**config.mk**
```make
export PLATFORM = sky130hd
export DESIGN_NAME = alu_share_ctrl_flat
export DESIGN_NICKNAME = d
export VERILOG_FILES = /design/src/rtl/alu_share_ctrl_if.sv /design/src/rtl/alu_share_ctrl.sv /design/src/flat_wrapper.sv
export SDC_FILE = /design/constraint.sdc
export NUM_CORES = 1
export LEC_CHECK = 0
export ABC_CLOCK_PERIOD_IN_PS = 3600
export BUFFER_PORTS_ARGS = -buffer_cell sky130_fd_sc_hd__buf_4
export CORE_AREA = 3 3 110 112
export CTS_CLUSTER_DIAMETER = 120
export CTS_CLUSTER_SIZE = 8
export DETAILED_ROUTE_END_ITERATION = 10
export DIE_AREA = 0 0 113 115
export PLACE_DENSITY = 0.72
export SYNTH_ARGS = -nofsm -noshare
export SYNTH_HDL_FRONTEND = slang
export SYNTH_SLANG_ARGS = --single-unit
```
**constraint.sdc**
```tcl
create_clock -name clk -period 3.6 [get_ports clk]
set_input_delay 0 -clock clk [delete_from_list [all_inputs] [get_ports clk]]
set_output_delay 0 -clock clk [all_outputs]
set_load 0.05 [all_outputs]
```
**src/rtl/alu_share_ctrl_if.sv**
```systemverilog
// ============================================================================
// Module   : alu_share_ctrl_if
// Desc     : Requester, ALU and response signal bundle for alu_share_ctrl.
// Revision : 1.0 - initial release
// ============================================================================
`timescale 1ns/1ps
`default_nettype none

interface alu_share_ctrl_if #(
    parameter int SIZE = 32
);
    logic            req0_valid;
    logic            req0_ready;
    logic [3:0]      req0_op;
    logic [SIZE-1:0] req0_a;
    logic [SIZE-1:0] req0_b;

    logic            req1_valid;
    logic            req1_ready;
    logic [3:0]      req1_op;
    logic [SIZE-1:0] req1_a;
    logic [SIZE-1:0] req1_b;

    logic [SIZE-1:0] alu_a;
    logic [SIZE-1:0] alu_b;
    logic [3:0]      alu_op;
    logic [SIZE-1:0] alu_f;
    logic            alu_cf;
    logic            alu_of;
    logic            alu_sf;
    logic            alu_pf;
    logic            alu_zf;

    logic            rsp_valid;
    logic            rsp_ready;
    logic            rsp_id;
    logic [SIZE-1:0] rsp_f;
    logic [4:0]      rsp_flags;
    logic            rsp_err;
    logic            busy;

    modport slave (
        input  req0_valid, req0_op, req0_a, req0_b,
        input  req1_valid, req1_op, req1_a, req1_b,
        input  alu_f, alu_cf, alu_of, alu_sf, alu_pf, alu_zf,
        input  rsp_ready,
        output req0_ready, req1_ready,
        output alu_a, alu_b, alu_op,
        output rsp_valid, rsp_id, rsp_f, rsp_flags, rsp_err, busy
    );

    modport master (
        output req0_valid, req0_op, req0_a, req0_b,
        output req1_valid, req1_op, req1_a, req1_b,
        output alu_f, alu_cf, alu_of, alu_sf, alu_pf, alu_zf,
        output rsp_ready,
        input  req0_ready, req1_ready,
        input  alu_a, alu_b, alu_op,
        input  rsp_valid, rsp_id, rsp_f, rsp_flags, rsp_err, busy
    );
endinterface

`default_nettype wire

```
**src/rtl/alu_share_ctrl.sv**
```systemverilog
// ============================================================================
// Module   : alu_share_ctrl
// Desc     : Round-robin sequencer sharing one combinational ALU between two
//            requesters. Optional macro ALU_SHARE_OPCHK_EN flags op[3] illegal.
// Revision : 1.0 - initial release
// ============================================================================
`timescale 1ns/1ps
`default_nettype none

module alu_share_ctrl #(
    parameter int SIZE = 32
) (
    input  logic              clk,
    input  logic              rst,
    alu_share_ctrl_if.slave   bus
);

    typedef enum logic [1:0] {
        S_IDLE = 2'd0,
        S_EXEC = 2'd1,
        S_RESP = 2'd2
    } state_t;

    state_t          r_state;
    state_t          w_state_nxt;
    logic            r_last_grant;
    logic            r_rsp_id;
    logic [SIZE-1:0] r_alu_a;
    logic [SIZE-1:0] r_alu_b;
    logic [3:0]      r_alu_op;
    logic [SIZE-1:0] r_rsp_f;
    logic [4:0]      r_rsp_flags;

    logic            w_grant;
    logic            w_idle;
    logic            w_ready0;
    logic            w_ready1;
    logic            w_accept;
    logic [3:0]      w_sel_op;
    logic [SIZE-1:0] w_sel_a;
    logic [SIZE-1:0] w_sel_b;

    // On a tie the requester that did not win last time is granted
    always_comb begin
        w_grant = 1'b0;
        if (bus.req0_valid && bus.req1_valid) begin
            w_grant = ~r_last_grant;
        end else if (bus.req1_valid) begin
            w_grant = 1'b1;
        end
    end

    assign w_idle   = (r_state == S_IDLE);
    assign w_ready0 = w_idle && !w_grant && bus.req0_valid;
    assign w_ready1 = w_idle &&  w_grant && bus.req1_valid;
    assign w_accept = w_ready0 || w_ready1;
    assign w_sel_op = w_grant ? bus.req1_op : bus.req0_op;
    assign w_sel_a  = w_grant ? bus.req1_a  : bus.req0_a;
    assign w_sel_b  = w_grant ? bus.req1_b  : bus.req0_b;

    always_comb begin
        w_state_nxt = r_state;
        case (r_state)
            S_IDLE:  if (w_accept) w_state_nxt = S_EXEC;
            S_EXEC:  w_state_nxt = S_RESP;
            S_RESP:  if (bus.rsp_ready) w_state_nxt = S_IDLE;
            default: w_state_nxt = S_IDLE;
        endcase
    end

`ifdef ALU_SHARE_OPCHK_EN
    logic r_err_pend;
    logic r_rsp_err;

    always_ff @(posedge clk) begin
        if (rst) begin
            r_err_pend <= 1'b0;
            r_rsp_err  <= 1'b0;
        end else begin
            if (w_accept) begin
                r_err_pend <= w_sel_op[3];
            end
            if (r_state == S_EXEC) begin
                r_rsp_err <= r_err_pend;
            end
        end
    end

    assign bus.rsp_err = r_rsp_err;
`else
    logic r_err_pend;
    assign r_err_pend  = 1'b0;
    assign bus.rsp_err = 1'b0;
`endif

    always_ff @(posedge clk) begin
        if (rst) begin
            r_state      <= S_IDLE;
            r_last_grant <= 1'b1;
            r_rsp_id     <= 1'b0;
            r_alu_a      <= '0;
            r_alu_b      <= '0;
            r_alu_op     <= 4'd0;
            r_rsp_f      <= '0;
            r_rsp_flags  <= 5'd0;
        end else begin
            r_state <= w_state_nxt;
            if (w_accept) begin
                r_last_grant <= w_grant;
                r_rsp_id     <= w_grant;
`ifdef ALU_SHARE_OPCHK_EN
                // Illegal ops leave the ALU inputs untouched
                if (!w_sel_op[3]) begin
                    r_alu_a  <= w_sel_a;
                    r_alu_b  <= w_sel_b;
                    r_alu_op <= w_sel_op;
                end
`else
                r_alu_a  <= w_sel_a;
                r_alu_b  <= w_sel_b;
                r_alu_op <= w_sel_op;
`endif
            end
            if (r_state == S_EXEC) begin
                if (r_err_pend) begin
                    r_rsp_f     <= '0;
                    r_rsp_flags <= 5'd0;
                end else begin
                    r_rsp_f     <= bus.alu_f;
                    r_rsp_flags <= {bus.alu_of, bus.alu_sf, bus.alu_pf,
                                    bus.alu_zf, bus.alu_cf};
                end
            end
        end
    end

    assign bus.req0_ready = w_ready0;
    assign bus.req1_ready = w_ready1;
    assign bus.alu_a      = r_alu_a;
    assign bus.alu_b      = r_alu_b;
    assign bus.alu_op     = r_alu_op;
    assign bus.rsp_valid  = (r_state == S_RESP);
    assign bus.rsp_id     = r_rsp_id;
    assign bus.rsp_f      = r_rsp_f;
    assign bus.rsp_flags  = r_rsp_flags;
    assign bus.busy       = !w_idle;

endmodule

`default_nettype wire

```
**src/flat_wrapper.sv**
```systemverilog
// flat-port wrapper written by rule: the top's interface ports become plain ports
module alu_share_ctrl_flat 
#(
    parameter int SIZE = 32
)
  (clk, rst, bus_req0_valid, bus_req0_op, bus_req0_a, bus_req0_b, bus_req1_valid, bus_req1_op, bus_req1_a, bus_req1_b, bus_alu_f, bus_alu_cf, bus_alu_of, bus_alu_sf, bus_alu_pf, bus_alu_zf, bus_rsp_ready, bus_req0_ready, bus_req1_ready, bus_alu_a, bus_alu_b, bus_alu_op, bus_rsp_valid, bus_rsp_id, bus_rsp_f, bus_rsp_flags, bus_rsp_err, bus_busy);
  alu_share_ctrl_if #(.SIZE(SIZE)) bus_i ();
  input  logic clk;
  input  logic rst;
  input wire logic [$bits(bus_i.req0_valid)-1:0] bus_req0_valid;
  input wire logic [$bits(bus_i.req0_op)-1:0] bus_req0_op;
  input wire logic [$bits(bus_i.req0_a)-1:0] bus_req0_a;
  input wire logic [$bits(bus_i.req0_b)-1:0] bus_req0_b;
  input wire logic [$bits(bus_i.req1_valid)-1:0] bus_req1_valid;
  input wire logic [$bits(bus_i.req1_op)-1:0] bus_req1_op;
  input wire logic [$bits(bus_i.req1_a)-1:0] bus_req1_a;
  input wire logic [$bits(bus_i.req1_b)-1:0] bus_req1_b;
  input wire logic [$bits(bus_i.alu_f)-1:0] bus_alu_f;
  input wire logic [$bits(bus_i.alu_cf)-1:0] bus_alu_cf;
  input wire logic [$bits(bus_i.alu_of)-1:0] bus_alu_of;
  input wire logic [$bits(bus_i.alu_sf)-1:0] bus_alu_sf;
  input wire logic [$bits(bus_i.alu_pf)-1:0] bus_alu_pf;
  input wire logic [$bits(bus_i.alu_zf)-1:0] bus_alu_zf;
  input wire logic [$bits(bus_i.rsp_ready)-1:0] bus_rsp_ready;
  output wire logic [$bits(bus_i.req0_ready)-1:0] bus_req0_ready;
  output wire logic [$bits(bus_i.req1_ready)-1:0] bus_req1_ready;
  output wire logic [$bits(bus_i.alu_a)-1:0] bus_alu_a;
  output wire logic [$bits(bus_i.alu_b)-1:0] bus_alu_b;
  output wire logic [$bits(bus_i.alu_op)-1:0] bus_alu_op;
  output wire logic [$bits(bus_i.rsp_valid)-1:0] bus_rsp_valid;
  output wire logic [$bits(bus_i.rsp_id)-1:0] bus_rsp_id;
  output wire logic [$bits(bus_i.rsp_f)-1:0] bus_rsp_f;
  output wire logic [$bits(bus_i.rsp_flags)-1:0] bus_rsp_flags;
  output wire logic [$bits(bus_i.rsp_err)-1:0] bus_rsp_err;
  output wire logic [$bits(bus_i.busy)-1:0] bus_busy;
  assign bus_i.req0_valid = bus_req0_valid;
  assign bus_i.req0_op = bus_req0_op;
  assign bus_i.req0_a = bus_req0_a;
  assign bus_i.req0_b = bus_req0_b;
  assign bus_i.req1_valid = bus_req1_valid;
  assign bus_i.req1_op = bus_req1_op;
  assign bus_i.req1_a = bus_req1_a;
  assign bus_i.req1_b = bus_req1_b;
  assign bus_i.alu_f = bus_alu_f;
  assign bus_i.alu_cf = bus_alu_cf;
  assign bus_i.alu_of = bus_alu_of;
  assign bus_i.alu_sf = bus_alu_sf;
  assign bus_i.alu_pf = bus_alu_pf;
  assign bus_i.alu_zf = bus_alu_zf;
  assign bus_i.rsp_ready = bus_rsp_ready;
  assign bus_req0_ready = bus_i.req0_ready;
  assign bus_req1_ready = bus_i.req1_ready;
  assign bus_alu_a = bus_i.alu_a;
  assign bus_alu_b = bus_i.alu_b;
  assign bus_alu_op = bus_i.alu_op;
  assign bus_rsp_valid = bus_i.rsp_valid;
  assign bus_rsp_id = bus_i.rsp_id;
  assign bus_rsp_f = bus_i.rsp_f;
  assign bus_rsp_flags = bus_i.rsp_flags;
  assign bus_rsp_err = bus_i.rsp_err;
  assign bus_busy = bus_i.busy;
  alu_share_ctrl #(.SIZE(SIZE)) u_core (.clk(clk), .rst(rst), .bus(bus_i));
endmodule
```
==> impl_metrics.json <==
{
  "status": "finished, final reports clean",
  "grt-ovfl-total": 0,
  "routed-wl-met2_um": 9750,
  "tns_ps": 0,
  "clock_path_buffers": 2,
  "die_height_um": 115,
  "top_layer": "met4",
  "grt_pass1_vias": 6156,
  "grt_pass1_wl_um": 30400,
  "cts_resized": 0,
  "relSlewSlack_pct": 18.6,
  "p_total_w": 0.00384,
  "place_area_sq_um": 6690,
  "worst_pin_slew_ps": 1220,
  "synthesis.nets": 749,
  "cts_tree": "built",
  "final_cells": 1140,
  "route.met3.wl_um": 1780,
  "grt_max_degree": 110,
  "wire_per_inst_um": 17.2,
  "finalCritPeriodShare_pct": 76.3,
  "p_per_area_nw_per_um2": 441,
  "synth_cells": 571,
  "cp_max_fo": 43,
  "leakage_nw": 4.01,
  "cp-start-kind": "register",
  "hold_class": "input pin to register",
  "synth_area_leaders": "dfxtp_1 (48%), nand2_1 (17%), a21oi_1 (12%)",
  "num_rows": 39,
  "maxCapViolCount": 0,
  "drt_iter0_markers": 418,
  "remaining_drc_errors": 0,
  "ys_types": 22,
  "initial_utilization_pct": 40.0,
  "setup_viol": 0,
  "worst_setup_path_end_kind": "register",
  "max_freq_ghz": 0.364,
  "die_area_sq_um": 13000,
  "ys.flop_type": "dfxtp_1",
  "slew_violations": 0,
  "ir_worst_vdd_mv": 0.280,
  "netlist.area_leader.share_pct": 48.2,
  "hold_viol": 0,
  "viasPerCell": 5.34,
  "final_layout_size_suffix_gt1_share_pct": 32.6,
  "synthArstFlopShare_pct": 0,
  "antenna_left": 0,
  "clock_latency_ps": 340,
  "fin_skew_ps": 8.03,
  "first_pass_iters": 5,
  "yosysSeqAreaShare_pct": 48.2,
  "gp_congestion": 0.819,
  "n_antenna_cell": 0,
  "cts_sinks": 109,
  "synth.most_common_cell": "nand2_1",
  "synth_edf_count": 0,
  "dp_cells": 951,
  "portBuffers": 287,
  "yosys_warnings": 0,
  "die_x_um": 113,
  "nNetsFinal": 1171,
  "critPathRequiredTime_ps": 3880,
  "period_minus_slack_ps": 2750,
  "core_area_sq_um": 11300,
  "vias": 6086,
  "numCtsBuffers": 9,
  "root_buffer": "clkbuf_16",
  "synth-seq-cells": 109,
  "place_hpwl_um": 11400,
  "syn_to_final_growth_pct": 92.3,
  "wl_um": 19600,
  "syn_avg_cell_area_sq_um": 7.93,
  "io_pins": 289,
  "grt_use_total_pct": 28.8,
  "synth_commonest_cells": "nand2_1 (210), dfxtp_1 (109), a21oi_1 (106), a311oi_1 (59), clkbuf_1 (38)",
  "htree_levels": 3,
  "path_clk_slew_ps": 60,
  "antenna_found_initial": 0,
  "critPathKind": "register to register",
  "netlist_area_sq_um": 4530,
  "rsz0062_at_grt": "false",
  "arrival_ps": 3020,
  "met1Wirelength_um": 7260,
  "stdcell_area_sq_um": 8710,
  "yosysTopAreaCell": "dfxtp_1"
}
==> timing repair <==
item / 4_1_cts / 5_1_grt
hold buffers: 174 / 0
hold endpoints to repair: 106 / 0
setup buffers: 0 / 0
==> final timing paths <==
path                                                        from                                end  slack, ps  depth (start not counted)
worst min register to register  u_core.bus.rsp_f[6]$_SDFFE_PP0N_   u_core.bus.rsp_f[6]$_SDFFE_PP0N_        460                          2
worst min-delay path                              bus_req1_valid   u_core.r_last_grant$_SDFFE_PP1P_         60                          3
worst max-delay path            u_core.r_last_grant$_SDFFE_PP1P_  u_core.bus.alu_a[11]$_SDFFE_PP0P_        850                          5
worst max register to register  u_core.r_last_grant$_SDFFE_PP1P_  u_core.bus.alu_a[11]$_SDFFE_PP0P_        850                          5
==> routing by layer <==
metal  vias up  track usage [%]
met1      2845             32.5
met2       342             51.0
met4         0             13.8
met3        66             7.11
li1       2833                -
met5         -                0
==> registers in the layout, indices dropped and copies added, names as in the netlist <==
name	flops
u_core.bus.rsp_flags	5
u_core.bus.alu_a	32
u_core.bus.rsp_id	1
u_core.r_last_grant	1
u_core.r_state	2
u_core.bus.alu_op	4
u_core.bus.rsp_f	32
u_core.bus.alu_b	32
==> cells by family (layout without fill, tap and decap cells) <==
| family | Yosys count | count (layout) | synth area share, % |
|---|---|---|---|
| AOI/OAI and AO/OA | 178 | 178 | 27.0 |
| buffers and inverters | 60 | 486 | 5.77 |
| DFF | 109 | 109 | 48.2 |
| other | 1 | 1 | 0.0828 |
| and+or+nand+nor | 223 | 223 | 19.0 |
==> final cells by class <==
| type | count | area, sq um |
|---|---|---|
| clock inverter | 1 | 5.00 |
| tap | 143 | 179 |
| fill | 705 | 2610 |
| timing repair buffer | 470 | 3960 |
| sequential | 109 | 2180 |
| clock buffer | 14 | 274 |
| multi-input combinational | 402 | 2110 |
| inverter | 1 | 3.75 |
==> placed cells by master (no fill, tap or decap) <==
| cell | count |
|---|---|
| buf_4 | 296 |
| a311oi_1 | 59 |
| nor2b_2 | 1 |
| a221o_1 | 1 |
| dfxtp_1 | 109 |
| a21boi_4 | 1 |
| nand2b_1 | 2 |
| nor2_1 | 3 |
| dlygate4sd3_1 | 174 |
| nor2b_1 | 3 |
| or2_2 | 1 |
| clkbuf_16 | 9 |
| a21oi_1 | 106 |
| conb_1 | 1 |
| or3b_2 | 1 |
| a21bo_2 | 1 |
| nor2_4 | 1 |
| nand2_1 | 210 |
| clkinv_2 | 1 |
| clkbuf_1 | 2 |
| and2_2 | 1 |
| clkbuf_8 | 3 |
| inv_1 | 1 |
| a22oi_1 | 1 |
| a311oi_2 | 9 |
==> through the flow <==
stage	util (%)	setup WS (ps)	hold WS (ps)
floorplan	-	1660	136
global placement	59.1	1610	248
detailed placement	59.1	1470	257
CTS	77.0	972	59.7
global route	77.0	728	70.7
finish	77.0	854	62.8
==> where the power goes <==
group	switching, W	internal [W]	leakage (nW)	total (W)
Combinational	0.000882	0.000609	2.97	0.00149
Sequential	0.0000794	0.00133	0.900	0.00141
Clock	0.000414	0.000523	0.139	0.000937
Total	0.00138	0.00247	4.01	0.00384
==> critical path, cell delays in order, from the launching register on <==
cell	delay (ps)
dfxtp_1	410
a21bo_2	770
buf_4	440
nand2_1	120
a311oi_1	340
dlygate4sd3_1	600
No activity file was read; power rests on OpenSTA's default activity.
